===== src/rtl/hdmi_timing_gen.sv =====
// Video timing generator for the HDMI transmitter.
// Holds the video outputs idle until the I2C configuration block reports done.
// After a settle interval it produces hsync, vsync, de, pixel coordinates and
// line/frame start pulses. Pixel rate is set by pix_ce.
module hdmi_timing_gen #(
  parameter int H_ACTIVE      = 640,
  parameter int H_FP          = 16,
  parameter int H_SYNC        = 96,
  parameter int H_BP          = 48,
  parameter int V_ACTIVE      = 480,
  parameter int V_FP          = 10,
  parameter int V_SYNC        = 2,
  parameter int V_BP          = 33,
  parameter bit HSYNC_POL     = 1'b0,
  parameter bit VSYNC_POL     = 1'b0,
  parameter int SETTLE_CYCLES = 1024,
  parameter int CNT_MSB       = 11
) (
  input  logic             clk,
  input  logic             rst,
  input  logic             cfg_done,
  input  logic             pix_ce,
  output logic             hsync,
  output logic             vsync,
  output logic             de,
  output logic [CNT_MSB:0] pix_x,
  output logic [CNT_MSB:0] pix_y,
  output logic             line_start,
  output logic             frame_start,
  output logic             running
);

  localparam int CW      = CNT_MSB + 1;
  localparam int H_TOTAL = H_ACTIVE + H_FP + H_SYNC + H_BP;
  localparam int V_TOTAL = V_ACTIVE + V_FP + V_SYNC + V_BP;
  localparam int SW      = (SETTLE_CYCLES > 1) ? $clog2(SETTLE_CYCLES) : 1;

  localparam logic [CW-1:0] H_ACT  = CW'(H_ACTIVE);
  localparam logic [CW-1:0] HS_BEG = CW'(H_ACTIVE + H_FP);
  localparam logic [CW-1:0] HS_END = CW'(H_ACTIVE + H_FP + H_SYNC);
  localparam logic [CW-1:0] H_LAST = CW'(H_TOTAL - 1);
  localparam logic [CW-1:0] V_ACT  = CW'(V_ACTIVE);
  localparam logic [CW-1:0] VS_BEG = CW'(V_ACTIVE + V_FP);
  localparam logic [CW-1:0] VS_END = CW'(V_ACTIVE + V_FP + V_SYNC);
  localparam logic [CW-1:0] V_LAST = CW'(V_TOTAL - 1);
  localparam logic [SW-1:0] S_LAST = SW'(SETTLE_CYCLES - 1);

  typedef enum logic [1:0] {WAIT_CFG, SETTLE, RUN} state_t;

  state_t          state_q, state_d;
  logic [SW-1:0]   settle_cnt;
  logic [CW-1:0]   h_cnt, v_cnt;
  logic            h_act, v_act, hs_on, vs_on;

  // Decode of the current counter position; registered below.
  assign h_act = (h_cnt < H_ACT);
  assign v_act = (v_cnt < V_ACT);
  assign hs_on = (h_cnt >= HS_BEG) && (h_cnt < HS_END);
  assign vs_on = (v_cnt >= VS_BEG) && (v_cnt < VS_END);

  // State register.
  always_ff @(posedge clk) begin
    if (!rst) state_q <= WAIT_CFG;
    else      state_q <= state_d;
  end

  // Next state: losing cfg_done always falls back to WAIT_CFG.
  always_comb begin
    state_d = state_q;
    case (state_q)
      WAIT_CFG: if (cfg_done) state_d = SETTLE;
      SETTLE: begin
        if (!cfg_done)                state_d = WAIT_CFG;
        else if (settle_cnt == S_LAST) state_d = RUN;
      end
      RUN:      if (!cfg_done) state_d = WAIT_CFG;
      default:  state_d = WAIT_CFG;
    endcase
  end

  // Settle counter: counts system clocks, restarts at 0 on entry to SETTLE.
  always_ff @(posedge clk) begin
    if (!rst)                  settle_cnt <= '0;
    else if (state_q == SETTLE) settle_cnt <= settle_cnt + SW'(1);
    else                       settle_cnt <= '0;
  end

  // Raster counters and registered outputs; idle whenever not heading into RUN.
  always_ff @(posedge clk) begin
    if (!rst || state_d != RUN) begin
      h_cnt       <= '0;
      v_cnt       <= '0;
      hsync       <= ~HSYNC_POL;
      vsync       <= ~VSYNC_POL;
      de          <= 1'b0;
      pix_x       <= '0;
      pix_y       <= '0;
      line_start  <= 1'b0;
      frame_start <= 1'b0;
      running     <= 1'b0;
    end else begin
      running     <= 1'b1;
      line_start  <= 1'b0;
      frame_start <= 1'b0;
      // The RUN entry edge only starts the clock; (0,0) is output on the next pix_ce.
      if (state_q == RUN && pix_ce) begin
        de          <= h_act && v_act;
        hsync       <= hs_on ? HSYNC_POL : ~HSYNC_POL;
        vsync       <= vs_on ? VSYNC_POL : ~VSYNC_POL;
        pix_x       <= h_act ? h_cnt : '0;
        pix_y       <= v_act ? v_cnt : '0;
        line_start  <= (h_cnt == '0);
        frame_start <= (h_cnt == '0) && (v_cnt == '0);
        if (h_cnt == H_LAST) begin
          h_cnt <= '0;
          v_cnt <= (v_cnt == V_LAST) ? '0 : v_cnt + CW'(1);
        end else begin
          h_cnt <= h_cnt + CW'(1);
        end
      end
    end
  end

endmodule


===== config.mk =====
export PLATFORM = sky130hd
export DESIGN_NAME = hdmi_timing_gen
export DESIGN_NICKNAME = d
export VERILOG_FILES = /design/src/rtl/hdmi_timing_gen.sv
export SDC_FILE = /design/constraint.sdc
export NUM_CORES = 1
export LEC_CHECK = 0
export ABC_AREA = 1
export BUFFER_PORTS_ARGS = -buffer_cell sky130_fd_sc_hd__buf_2
export CELL_PAD_IN_SITES_DETAIL_PLACEMENT = 1
export CELL_PAD_IN_SITES_GLOBAL_PLACEMENT = 2
export CORE_UTILIZATION = 25
export CTS_BUF_LIST = sky130_fd_sc_hd__clkbuf_4
export CTS_CLUSTER_DIAMETER = 200
export DETAILED_ROUTE_END_ITERATION = 16
export GPL_TIMING_DRIVEN = 0
export PLACE_DENSITY = 0.71
export SETUP_SLACK_MARGIN = 0.1
export SLEW_MARGIN = 20
export SYNTH_ARGS = -nofsm -noshare
export SYNTH_HDL_FRONTEND = slang
export SYNTH_SLANG_ARGS = --single-unit

===== constraint.sdc =====
create_clock -name clk -period 4.1 [get_ports clk]
set_clock_uncertainty 0.2 [all_clocks]
set_input_delay 0.82 -clock clk [delete_from_list [all_inputs] [get_ports clk]]
set_output_delay 0.82 -clock clk [all_outputs]
set_load 0.01 [all_outputs]

==> metrics.txt, run 1 <==
Placement Rows=39; total number of vias=2,853; final wirelength=8750 um; Area growth syn-to-layout=15.0%; Remaining DRCs=5; worst slew pin tran=roughly 370 ps; post-route ant nets=0; setup tns final=0 ps; GRT Total Usage=15.3%; H-tree depth=3; Clk Latency, worst-skew pair=430 ps; delay-heaviest family, CP=flip-flops; WS Path Type=flop to output port; WP data arrival=940 ps; Slew Viols, Final=0; sequential share of the synthesized area=around 43%; RR Endpoint=v_cnt[4]; Worst path slowest cell=dfxtp_1; Final Non-Filler Cells=609; max_cap viols=0; Iteration-0 DRC Markers=112; XOR/XNOR Fraction of Synth Area=1.73%; initial antenna violation count=0; Reg2Reg Depth=6; initial core utilization=roughly a quarter; reg-to-reg startpoint=v_cnt[0]; Leak=approximately 1.3 nW; clk buf depth=2; CTS resizes=0; Total Power=1.03 mW; Synth cell types=32; Yosys Warn Count=0; Avg WL per Cell=14.4 um; share of layout cells above drive strength 1=17.0%; maximum vdd drop=about 0.00018 V; Avg Vias per Cell=4.68; crit path max fanout=2; dpl cells=593; crit path to=vsync; Total Die Area=12,600 sq um; final hold vios=0; grt total ovfl=0; dpl hpwl=between 6000 and 7000 um; CTS tree=built; DRT Pass-1 Iters=11; Crit. End Element=output port; slowest cell delay on critical path=~370 ps; die span in y=112 um; # hold bufs at CTS=0; Synth Cell Area=around 3000 sq um; Worst setup startpoint=vsync; Stages on worst setup path=1; mux share of post-synthesis cell area=0%; outcome=complete, but fails checks; Seq cells post-synth=66; vias in the first global route=2,990; WP data required=3080 ps; Final Setup Violations=0; clk slew on worst S/H paths=roughly 130 ps; Synth Instances=417; post-CTS setup buffer count=0; worst min path class=flop to flop; first-pass GRT wire length=14,800 um; Worst Path Buf+Inv=1; post-synthesis simple-gate area fraction=34.0%; Fillers=about 1,500; clock buffer count from CTS=9; final hold slack=~250 ps; Rel. slew slack=between 70% and 80%; Power Density=just under 300 nW/um^2; critical-path cell list=buf_2; largest family of logic cells by synthesized area=simple AND/OR/NAND/NOR gates; largest net degree at the start of global routing=13; r2r setup slk=~2300 ps; Ant. Diodes=0; # IOs=34; Port Buffer Count=33; chip width=112 um; post-synthesis adder-cell area fraction=just over 2%; hold path startpoint=pix_x[10]; routability cong.=0.783; RSZ-0062 raised after global routing=no; post-synthesis compound-gate area fraction=9.58%; Layout Nets=470; Post-Syn Area per Cell=~7.3 sq um; Final period util=47.8%; Fmax=510 MHz; core area=approximately 12,000 sq um; CTS Sinks=66; clock root cell=clkbuf_4; CP Launch Type=flop; failing checks=design-rule violations; Final Core Density=30.0%; Worst Hold Depth=2; Syn Nets=426; Tmin final=1960 ps
==> per-stage QoR <==
step,setup slack [ps],instance area (sq um)
6_report,2140,3500
5_1_grt,2030,3500
4_1_cts,2090,3500
3_5_place_dp,1870,3390
3_3_place_gp,1910,3390
2_1_floorplan,2280,3040
==> layer usage <==
metal / wire [um] / part of all wire (%) / global-route usage [%] / vias up
met4: 131 / 1.5 / 4.80 / 0
met2: 3820 / 44 / 24.1 / 51
met5: 0 / 0 / 0 / -
met1: 4370 / 50 / 19.8 / 1342
met3: 439 / 5.0 / 5.08 / 10
li1: - / - / - / 1450
==> worst min-delay path by stage <==
stage	slack [ps]	end
floorplan	220	settle_cnt[0]
finish	250	pix_x[10]
global route	270	pix_y[9]
global placement	230	pix_y[9]
CTS	250	pix_x[10]
detailed placement	240	pix_x[10]
==> placed cells by master, fill, tap and decap left out, drive strengths merged <==
| master | count |
|---|---|
| nor4 | 1 |
| clkbuf | 9 |
| dfxtp | 66 |
| nor2 | 73 |
| o21ai | 9 |
| xnor2 | 2 |
| nand4 | 13 |
| nand3b | 3 |
| buf | 48 |
| nand3 | 36 |
| nand2 | 83 |
| clkinvlp | 3 |
| clkinv | 5 |
| nor3 | 17 |
| xor2 | 4 |
| ha | 5 |
| inv | 44 |
| a31oi | 1 |
| nor3b | 1 |
| a21oi | 32 |
| o22ai | 2 |
| a22oi | 8 |
| a211oi | 1 |
==> synthesized netlist by cell type <==
| library cell | number | area [sq um] |
|---|---|---|
| nand2_1 | 82 | 308 |
| nor2_1 | 67 | 251 |
| dfxtp_1 | 66 | 1320 |
| inv_1 | 40 | 150 |
| a21oi_1 | 32 | 160 |
| nand3_1 | 32 | 160 |
| nor3_1 | 16 | 80.1 |
| nand4_1 | 12 | 75.1 |
| a22oi_1 | 8 | 60.1 |
| buf_2 | 8 | 40.0 |
| o21ai_0 | 7 | 35.0 |
| buf_6 | 5 | 56.3 |
| ha_1 | 5 | 62.6 |
| nor2_2 | 4 | 25.0 |
| xor2_1 | 4 | 35.0 |
| inv_2 | 3 | 11.3 |
| nand3_2 | 3 | 30.0 |
| nand3b_1 | 3 | 22.5 |
| buf_4 | 2 | 15.0 |
| clkinv_1 | 2 | 7.51 |
| nor2_4 | 2 | 22.5 |
| o21ai_1 | 2 | 10.0 |
| o22ai_1 | 2 | 12.5 |
| xnor2_1 | 2 | 17.5 |
| a211oi_1 | 1 | 7.51 |
| a31oi_1 | 1 | 6.26 |
| nand2_2 | 1 | 6.26 |
| nand3_4 | 1 | 17.5 |
| nand4_2 | 1 | 12.5 |
| nor3_2 | 1 | 10.0 |
| nor3b_1 | 1 | 7.51 |
| nor4_1 | 1 | 6.26 |
==> report_power, final <==
part	leakage (nW)	switching [mW]	internal, mW	total, mW
sequential	0.532	0.000494	0.642	0.642
combinational	0.695	0.00441	0.00224	0.00666
clock	0.0558	0.256	0.122	0.378
total	1.28	0.261	0.766	1.03
==> flip-flops by register name, indices dropped and copies added (netlist names) <==
register,count
running,1
hsync,1
h_cnt,12
vsync,1
frame_start,1
pix_x,12
settle_cnt,10
pix_y,12
state_q,2
line_start,1
v_cnt,12
de,1
==> cell families (layout without fill, tap and decap cells) <==
group | count (synthesis) | in the layout
AOI/OAI and AO/OA | 53 | 53
xor gates and xnor gates | 6 | 6
adders and majority gates | 5 | 5
buffers and inverters | 60 | 109
DFF | 66 | 66
and+or+nand+nor | 227 | 227
==> cell type report <==
type                    count  area (sq um)  area share, %
well taps                 143           179           5.11
clock inverters             7          45.0           1.29
clock buffers               9          67.6           1.93
multi-input cells         291          1440           41.2
plain buffers              15           111           3.18
flip-flops and latches     66          1320           37.8
repair buffers             33           165           4.72
inverters                  45           169           4.83
Note: power is estimated with default switching activity, not from simulation.
==> run 2, diff against run 1 <==
--- a/config.mk
+++ b/config.mk
@@ -14,7 +14,7 @@
 export CTS_CLUSTER_DIAMETER = 200
 export DETAILED_ROUTE_END_ITERATION = 16
 export GPL_TIMING_DRIVEN = 0
-export PLACE_DENSITY = 0.71
+export PLACE_DENSITY = 0.74
 export SETUP_SLACK_MARGIN = 0.1
 export SLEW_MARGIN = 20
 export SYNTH_ARGS = -nofsm -noshare
==> constraint.sdc (replaced) <==
create_clock -name clk -period 1.7 [get_ports clk]
set_clock_uncertainty 0.2 [all_clocks]
set_input_delay 0.34 -clock clk [delete_from_list [all_inputs] [get_ports clk]]
set_output_delay 0.34 -clock clk [all_outputs]
set_load 0.01 [all_outputs]
==> run 2 against run 1 <==
Net effect: largest cell class unchanged; cell area is 20% higher; critical path type is now flop to flop; the run still ends with design-rule violations left; power grew to 2.5 times the previous value; sequential power is 140% higher; highest routed layer unchanged.
==> metrics.txt, run 2 (synthesis gave the netlist of run 1 again) <==
max_cap viols=0 (unchanged); Layout Nets=490 (was 470); Avg WL per Cell=15.0 um (was 14.4 um); Clk Latency, worst-skew pair=460 ps (was 430 ps); final hold vios=0 (unchanged); initial core utilization=26.1% (unchanged); Avg Vias per Cell=4.70 (was 4.68); clk buf depth=2 (unchanged); Switching Fraction=24.1% (was 25.4%); die span in y=112 um (unchanged); vias in the first global route=3,055 (was 2,990); Ant. Diodes=0 (unchanged); failing checks=design-rule violations (unchanged); clock buffer count from CTS=9 (unchanged); Psw=0.630 mW (was 0.261 mW); WP data arrival=1810 ps (was 940 ps); Slew Viols, Final=0 (unchanged); Crit. End Element=flop (was output port); wire length on met3=480 um (was 439 um); CP Launch Type=flop (unchanged); initial antenna violation count=0 (unchanged); post-route ant nets=0 (unchanged); CTS tree=built (unchanged); most common cell after layout, fill and taps aside=nand2_1 (unchanged); outcome=complete, but fails checks (unchanged); H-tree depth=3 (unchanged); Post-Place Setup Slack=-133 ps (was 1870 ps); share of layout cells above drive strength 1=38.1% (was 17.0%); DRT Pass-1 Iters=10 (was 11); Final Non-Filler Cells=629 (was 609); worst slew pin tran=303 ps (was 373 ps); worst min path class=input pin to flop (was flop to flop); WP data required=1900 ps (was 3080 ps); Iteration-0 DRC Markers=82 (was 112); sequential share of power=59.2% (was 62.5%); Tmin final=1610 ps; Comb power frac=0.9% (was 0.6%); Rel. slew slack=79.8% (was 75.0%); maximum vdd drop=0.000288 V (was 0.000184 V); largest net degree at the start of global routing=12 (was 13); Final WS setup=92.1 ps (was 2140 ps); dpl cells=593 (unchanged); clk slew on worst S/H paths=110 ps (was 130 ps); routability cong.=0.786 (was 0.783); dpl hpwl=6510 um (was 6700 um); core area=11,700 sq um (unchanged); most frequent cells in the layout=76 x nand2_1, 54 x dfxtp_1, 37 x buf_2, 34 x nor2_1, 33 x inv_1 (was 82 x nand2_1, 67 x nor2_1, 66 x dfxtp_1, 41 x buf_2, 40 x inv_1); setup tns final=0 ps (unchanged); highest routed layer=met4 (unchanged); Port Buffer Count=33 (unchanged); total number of vias=2,958 (was 2,853); Final period util=a little over nine tenths; Leak=1.50 nW (was 1.28 nW); crit path max fanout=10 (was 2); first-pass GRT wire length=15,300 um (was 14,800 um); Total Die Area=12,600 sq um (unchanged); GRT Total Usage=16.0% (was 15.3%); routed wl met2=4200 um (was 3820 um); final wirelength=9420 um (was 8750 um); RSZ-0062 raised after global routing=yes (was no); Fillers=1,421 (was 1,467); Fmax=between 600 and 700 MHz; met1 WL=4560 um (was 4370 um); Final Setup Violations=0 (unchanged); Pint=1.98 mW (was 0.766 mW); CTS Sinks=66 (unchanged); # IOs=34 (unchanged); Power Density=620 nW/um^2 (was 294 nW/um^2); WS Path Type=flop to flop (was flop to output port); Remaining DRCs=3 (was 5); clock root cell=clkbuf_4 (unchanged); chip width=112 um (unchanged); Placement Rows=39 (unchanged); Area growth syn-to-layout=38.3% (was 15.0%); grt total ovfl=0 (unchanged); clock network fraction of total power=40.0% (was 36.8%)
==> run 2: area by class of cell <==
type | count | area (sq um) | share of cell area [%]
Clock inverter | 7 | 60.1 | 1.43
Clock buffer | 9 | 67.6 | 1.61
Inverter | 45 | 179 | 4.25
Timing Repair Buffer | 53 | 373 | 8.86
Tap cell | 143 | 179 | 4.25
Buffer | 15 | 150 | 3.57
Sequential cell | 66 | 1350 | 32.0
Multi-Input combinational cell | 291 | 1850 | 44.1
==> run 2: routing by layer <==
layer | vias up | GRT usage [%]
met3 | 17 | 4.81
li1 | 1494 | -
met2 | 50 | 24.6
met5 | - | 0
met4 | 0 | 7.56
met1 | 1397 | 20.4
==> run 2: worst max-delay path: stages (launching register included) <==
cell and delay, ps:
dfxtp_2 370, ha_4 150, nand2_4 50, nor2_4 90
nand4_1 110, nand2_2 110, nand2_4 80, buf_12 160
buf_12 150, nor2_2 90
==> run 2: what timing repair did <==
action                                  CTS  global route
hold buffers                              2             0
cloned                                    3             0
hold endpoints to repair                  1             0
resized for setup                        67            76
endpoints found under the setup margin   55            56
pin swaps                                12            22
setup buffers                            11             4
==> run 2: through the flow <==
stage	hold WS, ps	power [mW]	utilization [%]	cell area [sq um]
2_1_floorplan	218	1.59	-	3040
3_3_place_gp	229	1.60	29.0	3390
3_5_place_dp	235	1.60	29.0	3390
4_1_cts	54.3	2.67	33.6	3910
5_1_grt	84.0	2.72	36.1	4210
6_report	78.7	2.61	36.1	4210
==> run 2: final timing paths <==
path	from	endpoint	slack, ps	cells past startpoint
hold / removal	rst	settle_cnt[0]	80	3
setup / recovery	settle_cnt[1]	pix_y[4]	90	9
hold reg to reg	pix_y[10]	pix_y[10]	270	2
setup reg to reg	settle_cnt[1]	pix_y[4]	90	9
==> run 2: power by group through the flow <==
stage	sequential, mW	combinational (mW)	clock, mW
global route	1.54	0.0257	1.15
floorplan	1.58	0.00895	0
finish	1.54	0.0223	1.04
global placement	1.58	0.0155	0
detailed placement	1.58	0.0160	0
CTS	1.54	0.0225	1.11
